$ cat src/rtl/clk_sched_if.sv
// Handshake/status bundle between the MCU core and the clock-enable scheduler.
// The idle request/acknowledge pair exists only when CLKSCHED_IDLE_EN is defined.
interface clk_sched_if #(
  parameter int CNT_W = 5
);
  logic             run;
  logic             div_req;
  logic [CNT_W-1:0] div_val;
  logic             div_ack;
  logic             div_err;
  logic [CNT_W-1:0] cur_div;
  logic             clk_en;
  logic [3:0]       phase;
  logic             mc_start;
`ifdef CLKSCHED_IDLE_EN
  logic             idle_req;
  logic             idle_ack;

  modport master (
    output run, div_req, div_val, idle_req,
    input  div_ack, div_err, cur_div, clk_en, phase, mc_start, idle_ack
  );

  modport slave (
    input  run, div_req, div_val, idle_req,
    output div_ack, div_err, cur_div, clk_en, phase, mc_start, idle_ack
  );
`else
  modport master (
    output run, div_req, div_val,
    input  div_ack, div_err, cur_div, clk_en, phase, mc_start
  );

  modport slave (
    input  run, div_req, div_val,
    output div_ack, div_err, cur_div, clk_en, phase, mc_start
  );
`endif
endinterface

$ cat src/rtl/clk_en_sched.sv
// Programmable clock-enable scheduler: divides clk_in by cur_div, emits one clk_en
// tick per period and steps the 8051 12-phase machine cycle on every tick.
// Divisor changes are accepted only on a period boundary (or while stopped), so a
// running period is never cut short.
// Optional feature macro: CLKSCHED_IDLE_EN adds an idle request/acknowledge pair
// that parks the scheduler after a completed machine cycle (phase 11 tick).
module clk_en_sched #(
  parameter int CNT_W       = 5,
  parameter int DEFAULT_DIV = 2
) (
  input  logic        clk_in,
  input  logic        rst,
  clk_sched_if.slave  bus
);

  localparam logic [CNT_W-1:0] DIV_RST = CNT_W'(DEFAULT_DIV);
  localparam logic [CNT_W-1:0] CNT_ONE = CNT_W'(1);
  localparam logic [3:0]       PH_LAST = 4'd11;

  logic [CNT_W-1:0] cnt_q, cnt_d;
  logic [CNT_W-1:0] cur_div_q, cur_div_d;
  logic             clk_en_q, clk_en_d;
  logic [3:0]       phase_q, phase_d;
  logic             div_ack_q, div_ack_d;
  logic             div_err_q, div_err_d;

  logic             run_eff_s;
  logic             tick_s;
  logic             upd_s;

`ifdef CLKSCHED_IDLE_EN
  logic             idle_ack_q, idle_ack_d;
  logic             idle_enter_s;

  // Park after a tick that closed the machine cycle; leave one cycle after idle_req drops.
  always_comb begin
    idle_enter_s = bus.idle_req & clk_en_q & (phase_q == PH_LAST) & ~idle_ack_q;
    if (idle_ack_q) begin
      idle_ack_d = bus.idle_req;
    end else begin
      idle_ack_d = idle_enter_s;
    end
  end

  assign run_eff_s    = bus.run & ~idle_ack_q & ~idle_enter_s;
  assign bus.idle_ack = idle_ack_q;
`else
  assign run_eff_s    = bus.run;
`endif

  // Period boundary detection and divisor-update acceptance window.
  always_comb begin
    tick_s = run_eff_s & (cnt_q == (cur_div_q - CNT_ONE));
    upd_s  = bus.div_req & ~div_ack_q & (tick_s | ~run_eff_s);
  end

  // Next-state for counter, tick, phase and the divisor handshake.
  always_comb begin
    cnt_d     = cnt_q;
    cur_div_d = cur_div_q;
    clk_en_d  = tick_s;
    phase_d   = phase_q;
    div_ack_d = upd_s;
    div_err_d = 1'b0;

    if (tick_s) begin
      cnt_d   = {CNT_W{1'b0}};
      phase_d = (phase_q == PH_LAST) ? 4'd0 : (phase_q + 4'd1);
    end else if (run_eff_s) begin
      cnt_d   = cnt_q + CNT_ONE;
    end else begin
      cnt_d   = {CNT_W{1'b0}};
    end

    if (upd_s) begin
      if (bus.div_val == {CNT_W{1'b0}}) begin
        // Zero divisor is rejected; counting continues on the old divisor.
        div_err_d = 1'b1;
      end else begin
        cur_div_d = bus.div_val;
        cnt_d     = {CNT_W{1'b0}};
      end
    end else begin
      div_err_d = 1'b0;
    end
  end

  // State registers with synchronous reset.
  always_ff @(posedge clk_in) begin
    if (rst) begin
      cnt_q      <= {CNT_W{1'b0}};
      cur_div_q  <= DIV_RST;
      clk_en_q   <= 1'b0;
      phase_q    <= PH_LAST;
      div_ack_q  <= 1'b0;
      div_err_q  <= 1'b0;
`ifdef CLKSCHED_IDLE_EN
      idle_ack_q <= 1'b0;
`endif
    end else begin
      cnt_q      <= cnt_d;
      cur_div_q  <= cur_div_d;
      clk_en_q   <= clk_en_d;
      phase_q    <= phase_d;
      div_ack_q  <= div_ack_d;
      div_err_q  <= div_err_d;
`ifdef CLKSCHED_IDLE_EN
      idle_ack_q <= idle_ack_d;
`endif
    end
  end

  assign bus.div_ack  = div_ack_q;
  assign bus.div_err  = div_err_q;
  assign bus.cur_div  = cur_div_q;
  assign bus.clk_en   = clk_en_q;
  assign bus.phase    = phase_q;
  assign bus.mc_start = clk_en_q & (phase_q == 4'd0);

endmodule

$ cat src/flat_wrapper.sv
// flat-port wrapper written by rule: the top's interface ports become plain ports
module clk_en_sched_flat 
#(
  parameter int CNT_W       = 5,
  parameter int DEFAULT_DIV = 2
)
  (clk_in, rst, bus_run, bus_div_req, bus_div_val, bus_div_ack, bus_div_err, bus_cur_div, bus_clk_en, bus_phase, bus_mc_start);
  clk_sched_if #(.CNT_W(CNT_W)) bus_i ();
  input  logic clk_in;
  input  logic rst;
  input wire logic [$bits(bus_i.run)-1:0] bus_run;
  input wire logic [$bits(bus_i.div_req)-1:0] bus_div_req;
  input wire logic [$bits(bus_i.div_val)-1:0] bus_div_val;
  output wire logic [$bits(bus_i.div_ack)-1:0] bus_div_ack;
  output wire logic [$bits(bus_i.div_err)-1:0] bus_div_err;
  output wire logic [$bits(bus_i.cur_div)-1:0] bus_cur_div;
  output wire logic [$bits(bus_i.clk_en)-1:0] bus_clk_en;
  output wire logic [$bits(bus_i.phase)-1:0] bus_phase;
  output wire logic [$bits(bus_i.mc_start)-1:0] bus_mc_start;
  assign bus_i.run = bus_run;
  assign bus_i.div_req = bus_div_req;
  assign bus_i.div_val = bus_div_val;
  assign bus_div_ack = bus_i.div_ack;
  assign bus_div_err = bus_i.div_err;
  assign bus_cur_div = bus_i.cur_div;
  assign bus_clk_en = bus_i.clk_en;
  assign bus_phase = bus_i.phase;
  assign bus_mc_start = bus_i.mc_start;
  clk_en_sched #(.CNT_W(CNT_W), .DEFAULT_DIV(DEFAULT_DIV)) u_core (.clk_in(clk_in), .rst(rst), .bus(bus_i));
endmodule
$ cat config.mk
export PLATFORM = sky130hd
export DESIGN_NAME = clk_en_sched_flat
export DESIGN_NICKNAME = d
export VERILOG_FILES = /design/src/rtl/clk_sched_if.sv /design/src/rtl/clk_en_sched.sv /design/src/flat_wrapper.sv
export SDC_FILE = /design/constraint.sdc
export NUM_CORES = 1
export LEC_CHECK = 0
export ABC_AREA = 1
export ABC_CLOCK_PERIOD_IN_PS = 1530
export CELL_PAD_IN_SITES_DETAIL_PLACEMENT = 1
export CELL_PAD_IN_SITES_GLOBAL_PLACEMENT = 1
export CORE_MARGIN = 5
export CORE_UTILIZATION = 30
export CTS_CLUSTER_DIAMETER = 200
export DETAILED_ROUTE_END_ITERATION = 12
export PLACE_DENSITY = 0.82
export SYNTH_ARGS = -nofsm -noshare
export SYNTH_HDL_FRONTEND = slang
export SYNTH_SLANG_ARGS = --single-unit
$ cat constraint.sdc
create_clock -name clk_in -period 1.53 [get_ports clk_in]
set_input_delay 0.306 -clock clk_in [delete_from_list [all_inputs] [get_ports clk_in]]
set_output_delay 0.306 -clock clk_in [all_outputs]
set_load 0.005 [all_outputs]
==> summary.txt <==
Worst-Margin Slew -> 0.4627 ns
drt pass-1 iters -> 4
1st-iter DRT viols -> 18
share of cells above drive strength 1 -> 0.3046
clock group share of total power -> 0.245
Inserted Diodes -> 0
type of origin of the critical path -> flip-flop
final setup fails -> 15
Die Ht -> 64.91 um
Max-slew headroom -> 0.6904
Tot GR Track Use -> 0.1387
Post-synth EDFFs -> 0
Crit. End Element -> flip-flop
HPWL Detailed -> 2072 um
total number of vias -> 968
nets -> 188
status -> finished, violations left
Post-Route WL -> 2761 um
CTS max path bufs -> 2
Period minus WS final -> 1.682 ns
synthesized area -> 904.6 um2
Final Skew -> 0.001965 ns
Synth Register Bits -> 17
WL/cell -> 13.34 um
count leader, synth -> nand2_1
clock latency on the worst-skew pair -> 0.30 ns
largest net degree at the start of global routing -> 10
share of the synthesized area in the top cell type -> 0.3762
RSZ-0062 raised after global routing -> yes
Synth async-reset ratio -> 0
Largest stage delay, worst path -> 0.35 ns
post-layout worst setup margin -> -0.1521 ns
area leader, netlist -> dfxtp_1
Synth Net Count -> 150
DRC viols -> 0
CP max FO -> 5
GPL Wtd Cong -> 0.8023
Arr. time, crit path -> 1.92 ns
CTS tree -> built
sequential share of the synthesized area -> 0.3762
Sw Ratio -> 0.3203
max-cap violations -> 0
HP Class -> reg -> reg
synth warn -> 0
global-route wire length before repair -> 4491 um
Placed Instances -> 196
final instance area -> 1383 um2
post-route ant nets -> 0
Distinct cells, synth -> 20
Pint -> 0.0007102 W
final hold violations -> 0
core region area -> 2978 um2
grt total ovfl -> 0
Ports -> 22
power per cell area -> 755.8 nW/um2
power share of the combinational group -> 0.290
H-tree depth -> 1
clk slew on worst S/H paths -> 0.10 ns
Slowest-stage cell, CP -> dfxtp_2
Seq pwr share -> 0.465
crit-path cells -> inv_2, ha_4, inv_2, nand2_2, nand2_1, nor2_1, nand2_1, nor2_4, buf_6, nand3_4, or2_0, a21oi_1
Non-Filler Instances -> 207
sw power -> 0.0003347 W
Sink Count -> 17
P&R area growth vs syn -> 52.84%
IO Port Bufs -> 21
Lkg Pwr -> 0.6845 nW
Gate Count Post-Synth -> 137
dominant synthesized flop cell -> dfxtp_1
crit share post-route -> 1.099
critical path type -> reg -> reg
DR vias/cell -> 4.676
initial antenna violation count -> 0
Final Slew Violations -> 0
cell area after placement -> 1199 um2
top post-synthesis cells by area -> dfxtp_1, nand2_1, inv_1
f_max -> 594.5 MHz
Total Die Area -> 4213 um2
Chip Width -> 64.91 um
TritonCTS Buffers -> 3
Commonest cells post-synth -> nand2_1, inv_1, nor2_1
vias in the first global route -> 1032
std cell rows -> 20
VDD IR max -> 0.3784 mV
Initial Utilization -> 0.3038
failing checks -> negative setup slack
CTS root buf -> clkbuf_4
CP required -> 1.76 ns
synthesized area per cell -> 6.603 um2
-- sequential cells by signal (all words and copies together) (netlist names) --
| signal | count |
|---|---|
| u_core.bus.clk_en | 1 |
| u_core.bus.cur_div | 5 |
| u_core.bus.div_ack | 1 |
| u_core.bus.div_err | 1 |
| u_core.bus.phase | 4 |
| u_core.cnt_q | 5 |
-- power groups by stage --
stage                     registers (W)  logic (W)  clock network (W)
after global routing           0.000490   0.000339           0.000293
after floorplan                0.000496   0.000125                  0
after CTS                      0.000488   0.000268           0.000263
after detailed placement       0.000495   0.000239                  0
after global placement         0.000493   0.000228                  0
final                          0.000486   0.000303           0.000256
-- cell type report --
type / instances / area (um2)
Fill cell: 369 / 1595
Multi-Input combinational cell: 95 / 555.5
Sequential cell: 17 / 356.6
Timing Repair Buffer: 34 / 312.8
Inverter: 24 / 90.09
Tap cell: 33 / 41.29
Clock buffer: 4 / 26.28
-- worst max-delay path, delay by kind of cell (launching register included) --
| family | cells | cell delay, ns |
|---|---|---|
| fa+ha+maj | 1 | 0.26 |
| simple gates | 7 | 0.68 |
| compound gates | 1 | 0.12 |
| flops | 1 | 0.35 |
| buf+inv | 3 | 0.19 |
-- placed cells by master (no fill, tap or decap), drive strengths merged --
| cell type | netlist | routed |
|---|---|---|
| xor2 | 2 | 2 |
| clkdlybuf4s50 | 0 | 13 |
| buf | 1 | 14 |
| nor2 | 21 | 21 |
| nor3 | 2 | 2 |
| nand3 | 14 | 14 |
| ha | 4 | 4 |
| clkbuf | 0 | 4 |
| xnor2 | 2 | 2 |
| dlymetal6s2s | 0 | 3 |
| or2 | 1 | 1 |
| inv | 24 | 24 |
| nand3b | 1 | 1 |
| a21oi | 2 | 2 |
| nand2 | 42 | 42 |
| dfxtp | 17 | 17 |
| o211ai | 1 | 1 |
| o21ai | 3 | 3 |
| dlygate4sd2 | 0 | 4 |
-- routing by layer --
metal	GRT usage	part of all wire	wire length, um	vias up
li1	-	-	-	490
met1	0.1411	0.39	1075	461
met2	0.2746	0.57	1571	14
met3	0.02253	0.028	78	3
met4	0.05541	0.013	35	0
met5	0	0	0	-
-- stage by stage --
| step | TNS (ns) | utilization | hold WS [ns] | setup slack [ns] | power (W) |
|---|---|---|---|---|---|
| global route | -3.327 | 0.4643 | 0.5226 | -0.2819 | 0.001122 |
| global placement | -0.2384 | 0.4025 | 0.4667 | -0.05629 | 0.0007215 |
| CTS | -1.079 | 0.4366 | 0.5010 | -0.1492 | 0.001020 |
| finish | -1.026 | 0.4643 | 0.4929 | -0.1521 | 0.001045 |
| floorplan | 0 | - | 0.4091 | 0.01035 | 0.0006204 |
| detailed placement | -0.9159 | 0.4025 | 0.4777 | -0.1240 | 0.0007345 |
-- repair_timing --
| item | in CTS | in global routing |
|---|---|---|
| endpoints found under the setup margin | 25 | 23 |
| gates resized for setup | 26 | 20 |
| buffers inserted | 4 | 3 |
| cloned | 0 | 0 |
| endpoints found under the hold margin | 0 | 0 |
| hold buffers | 0 | 0 |
| pin swaps | 10 | 9 |
-- path summary, 6_finish.rpt --
kind | from | endpoint | slack [ns] | depth (start not counted)
worst max-delay path | u_core.bus.cur_div[1]$_SDFFE_PP1P_ | u_core.bus.phase[2]$_SDFFE_PP0N_ | -0.15 | 12
worst min-delay path | u_core.cnt_q[0]$_SDFF_PP0_ | u_core.cnt_q[0]$_SDFF_PP0_ | 0.49 | 1
worst max register to register | u_core.bus.cur_div[1]$_SDFFE_PP1P_ | u_core.bus.phase[2]$_SDFFE_PP0N_ | -0.15 | 12
worst min register to register | u_core.cnt_q[0]$_SDFF_PP0_ | u_core.cnt_q[0]$_SDFF_PP0_ | 0.49 | 1
-- kinds of logic (layout without fill, tap and decap cells) --
family                   Yosys count  in the layout  synth area share
flip-flops                        17             17            0.3762
AND/OR/NAND/NOR                   81             81            0.3901
adder cells (fa/ha/maj)            4              4           0.05533
buffers and inverters             25             62            0.1037
XOR/XNOR                           4              4           0.03873
AO/OA/AOI/OAI                      6              6           0.03596
Power figures use the tool's default switching activity.
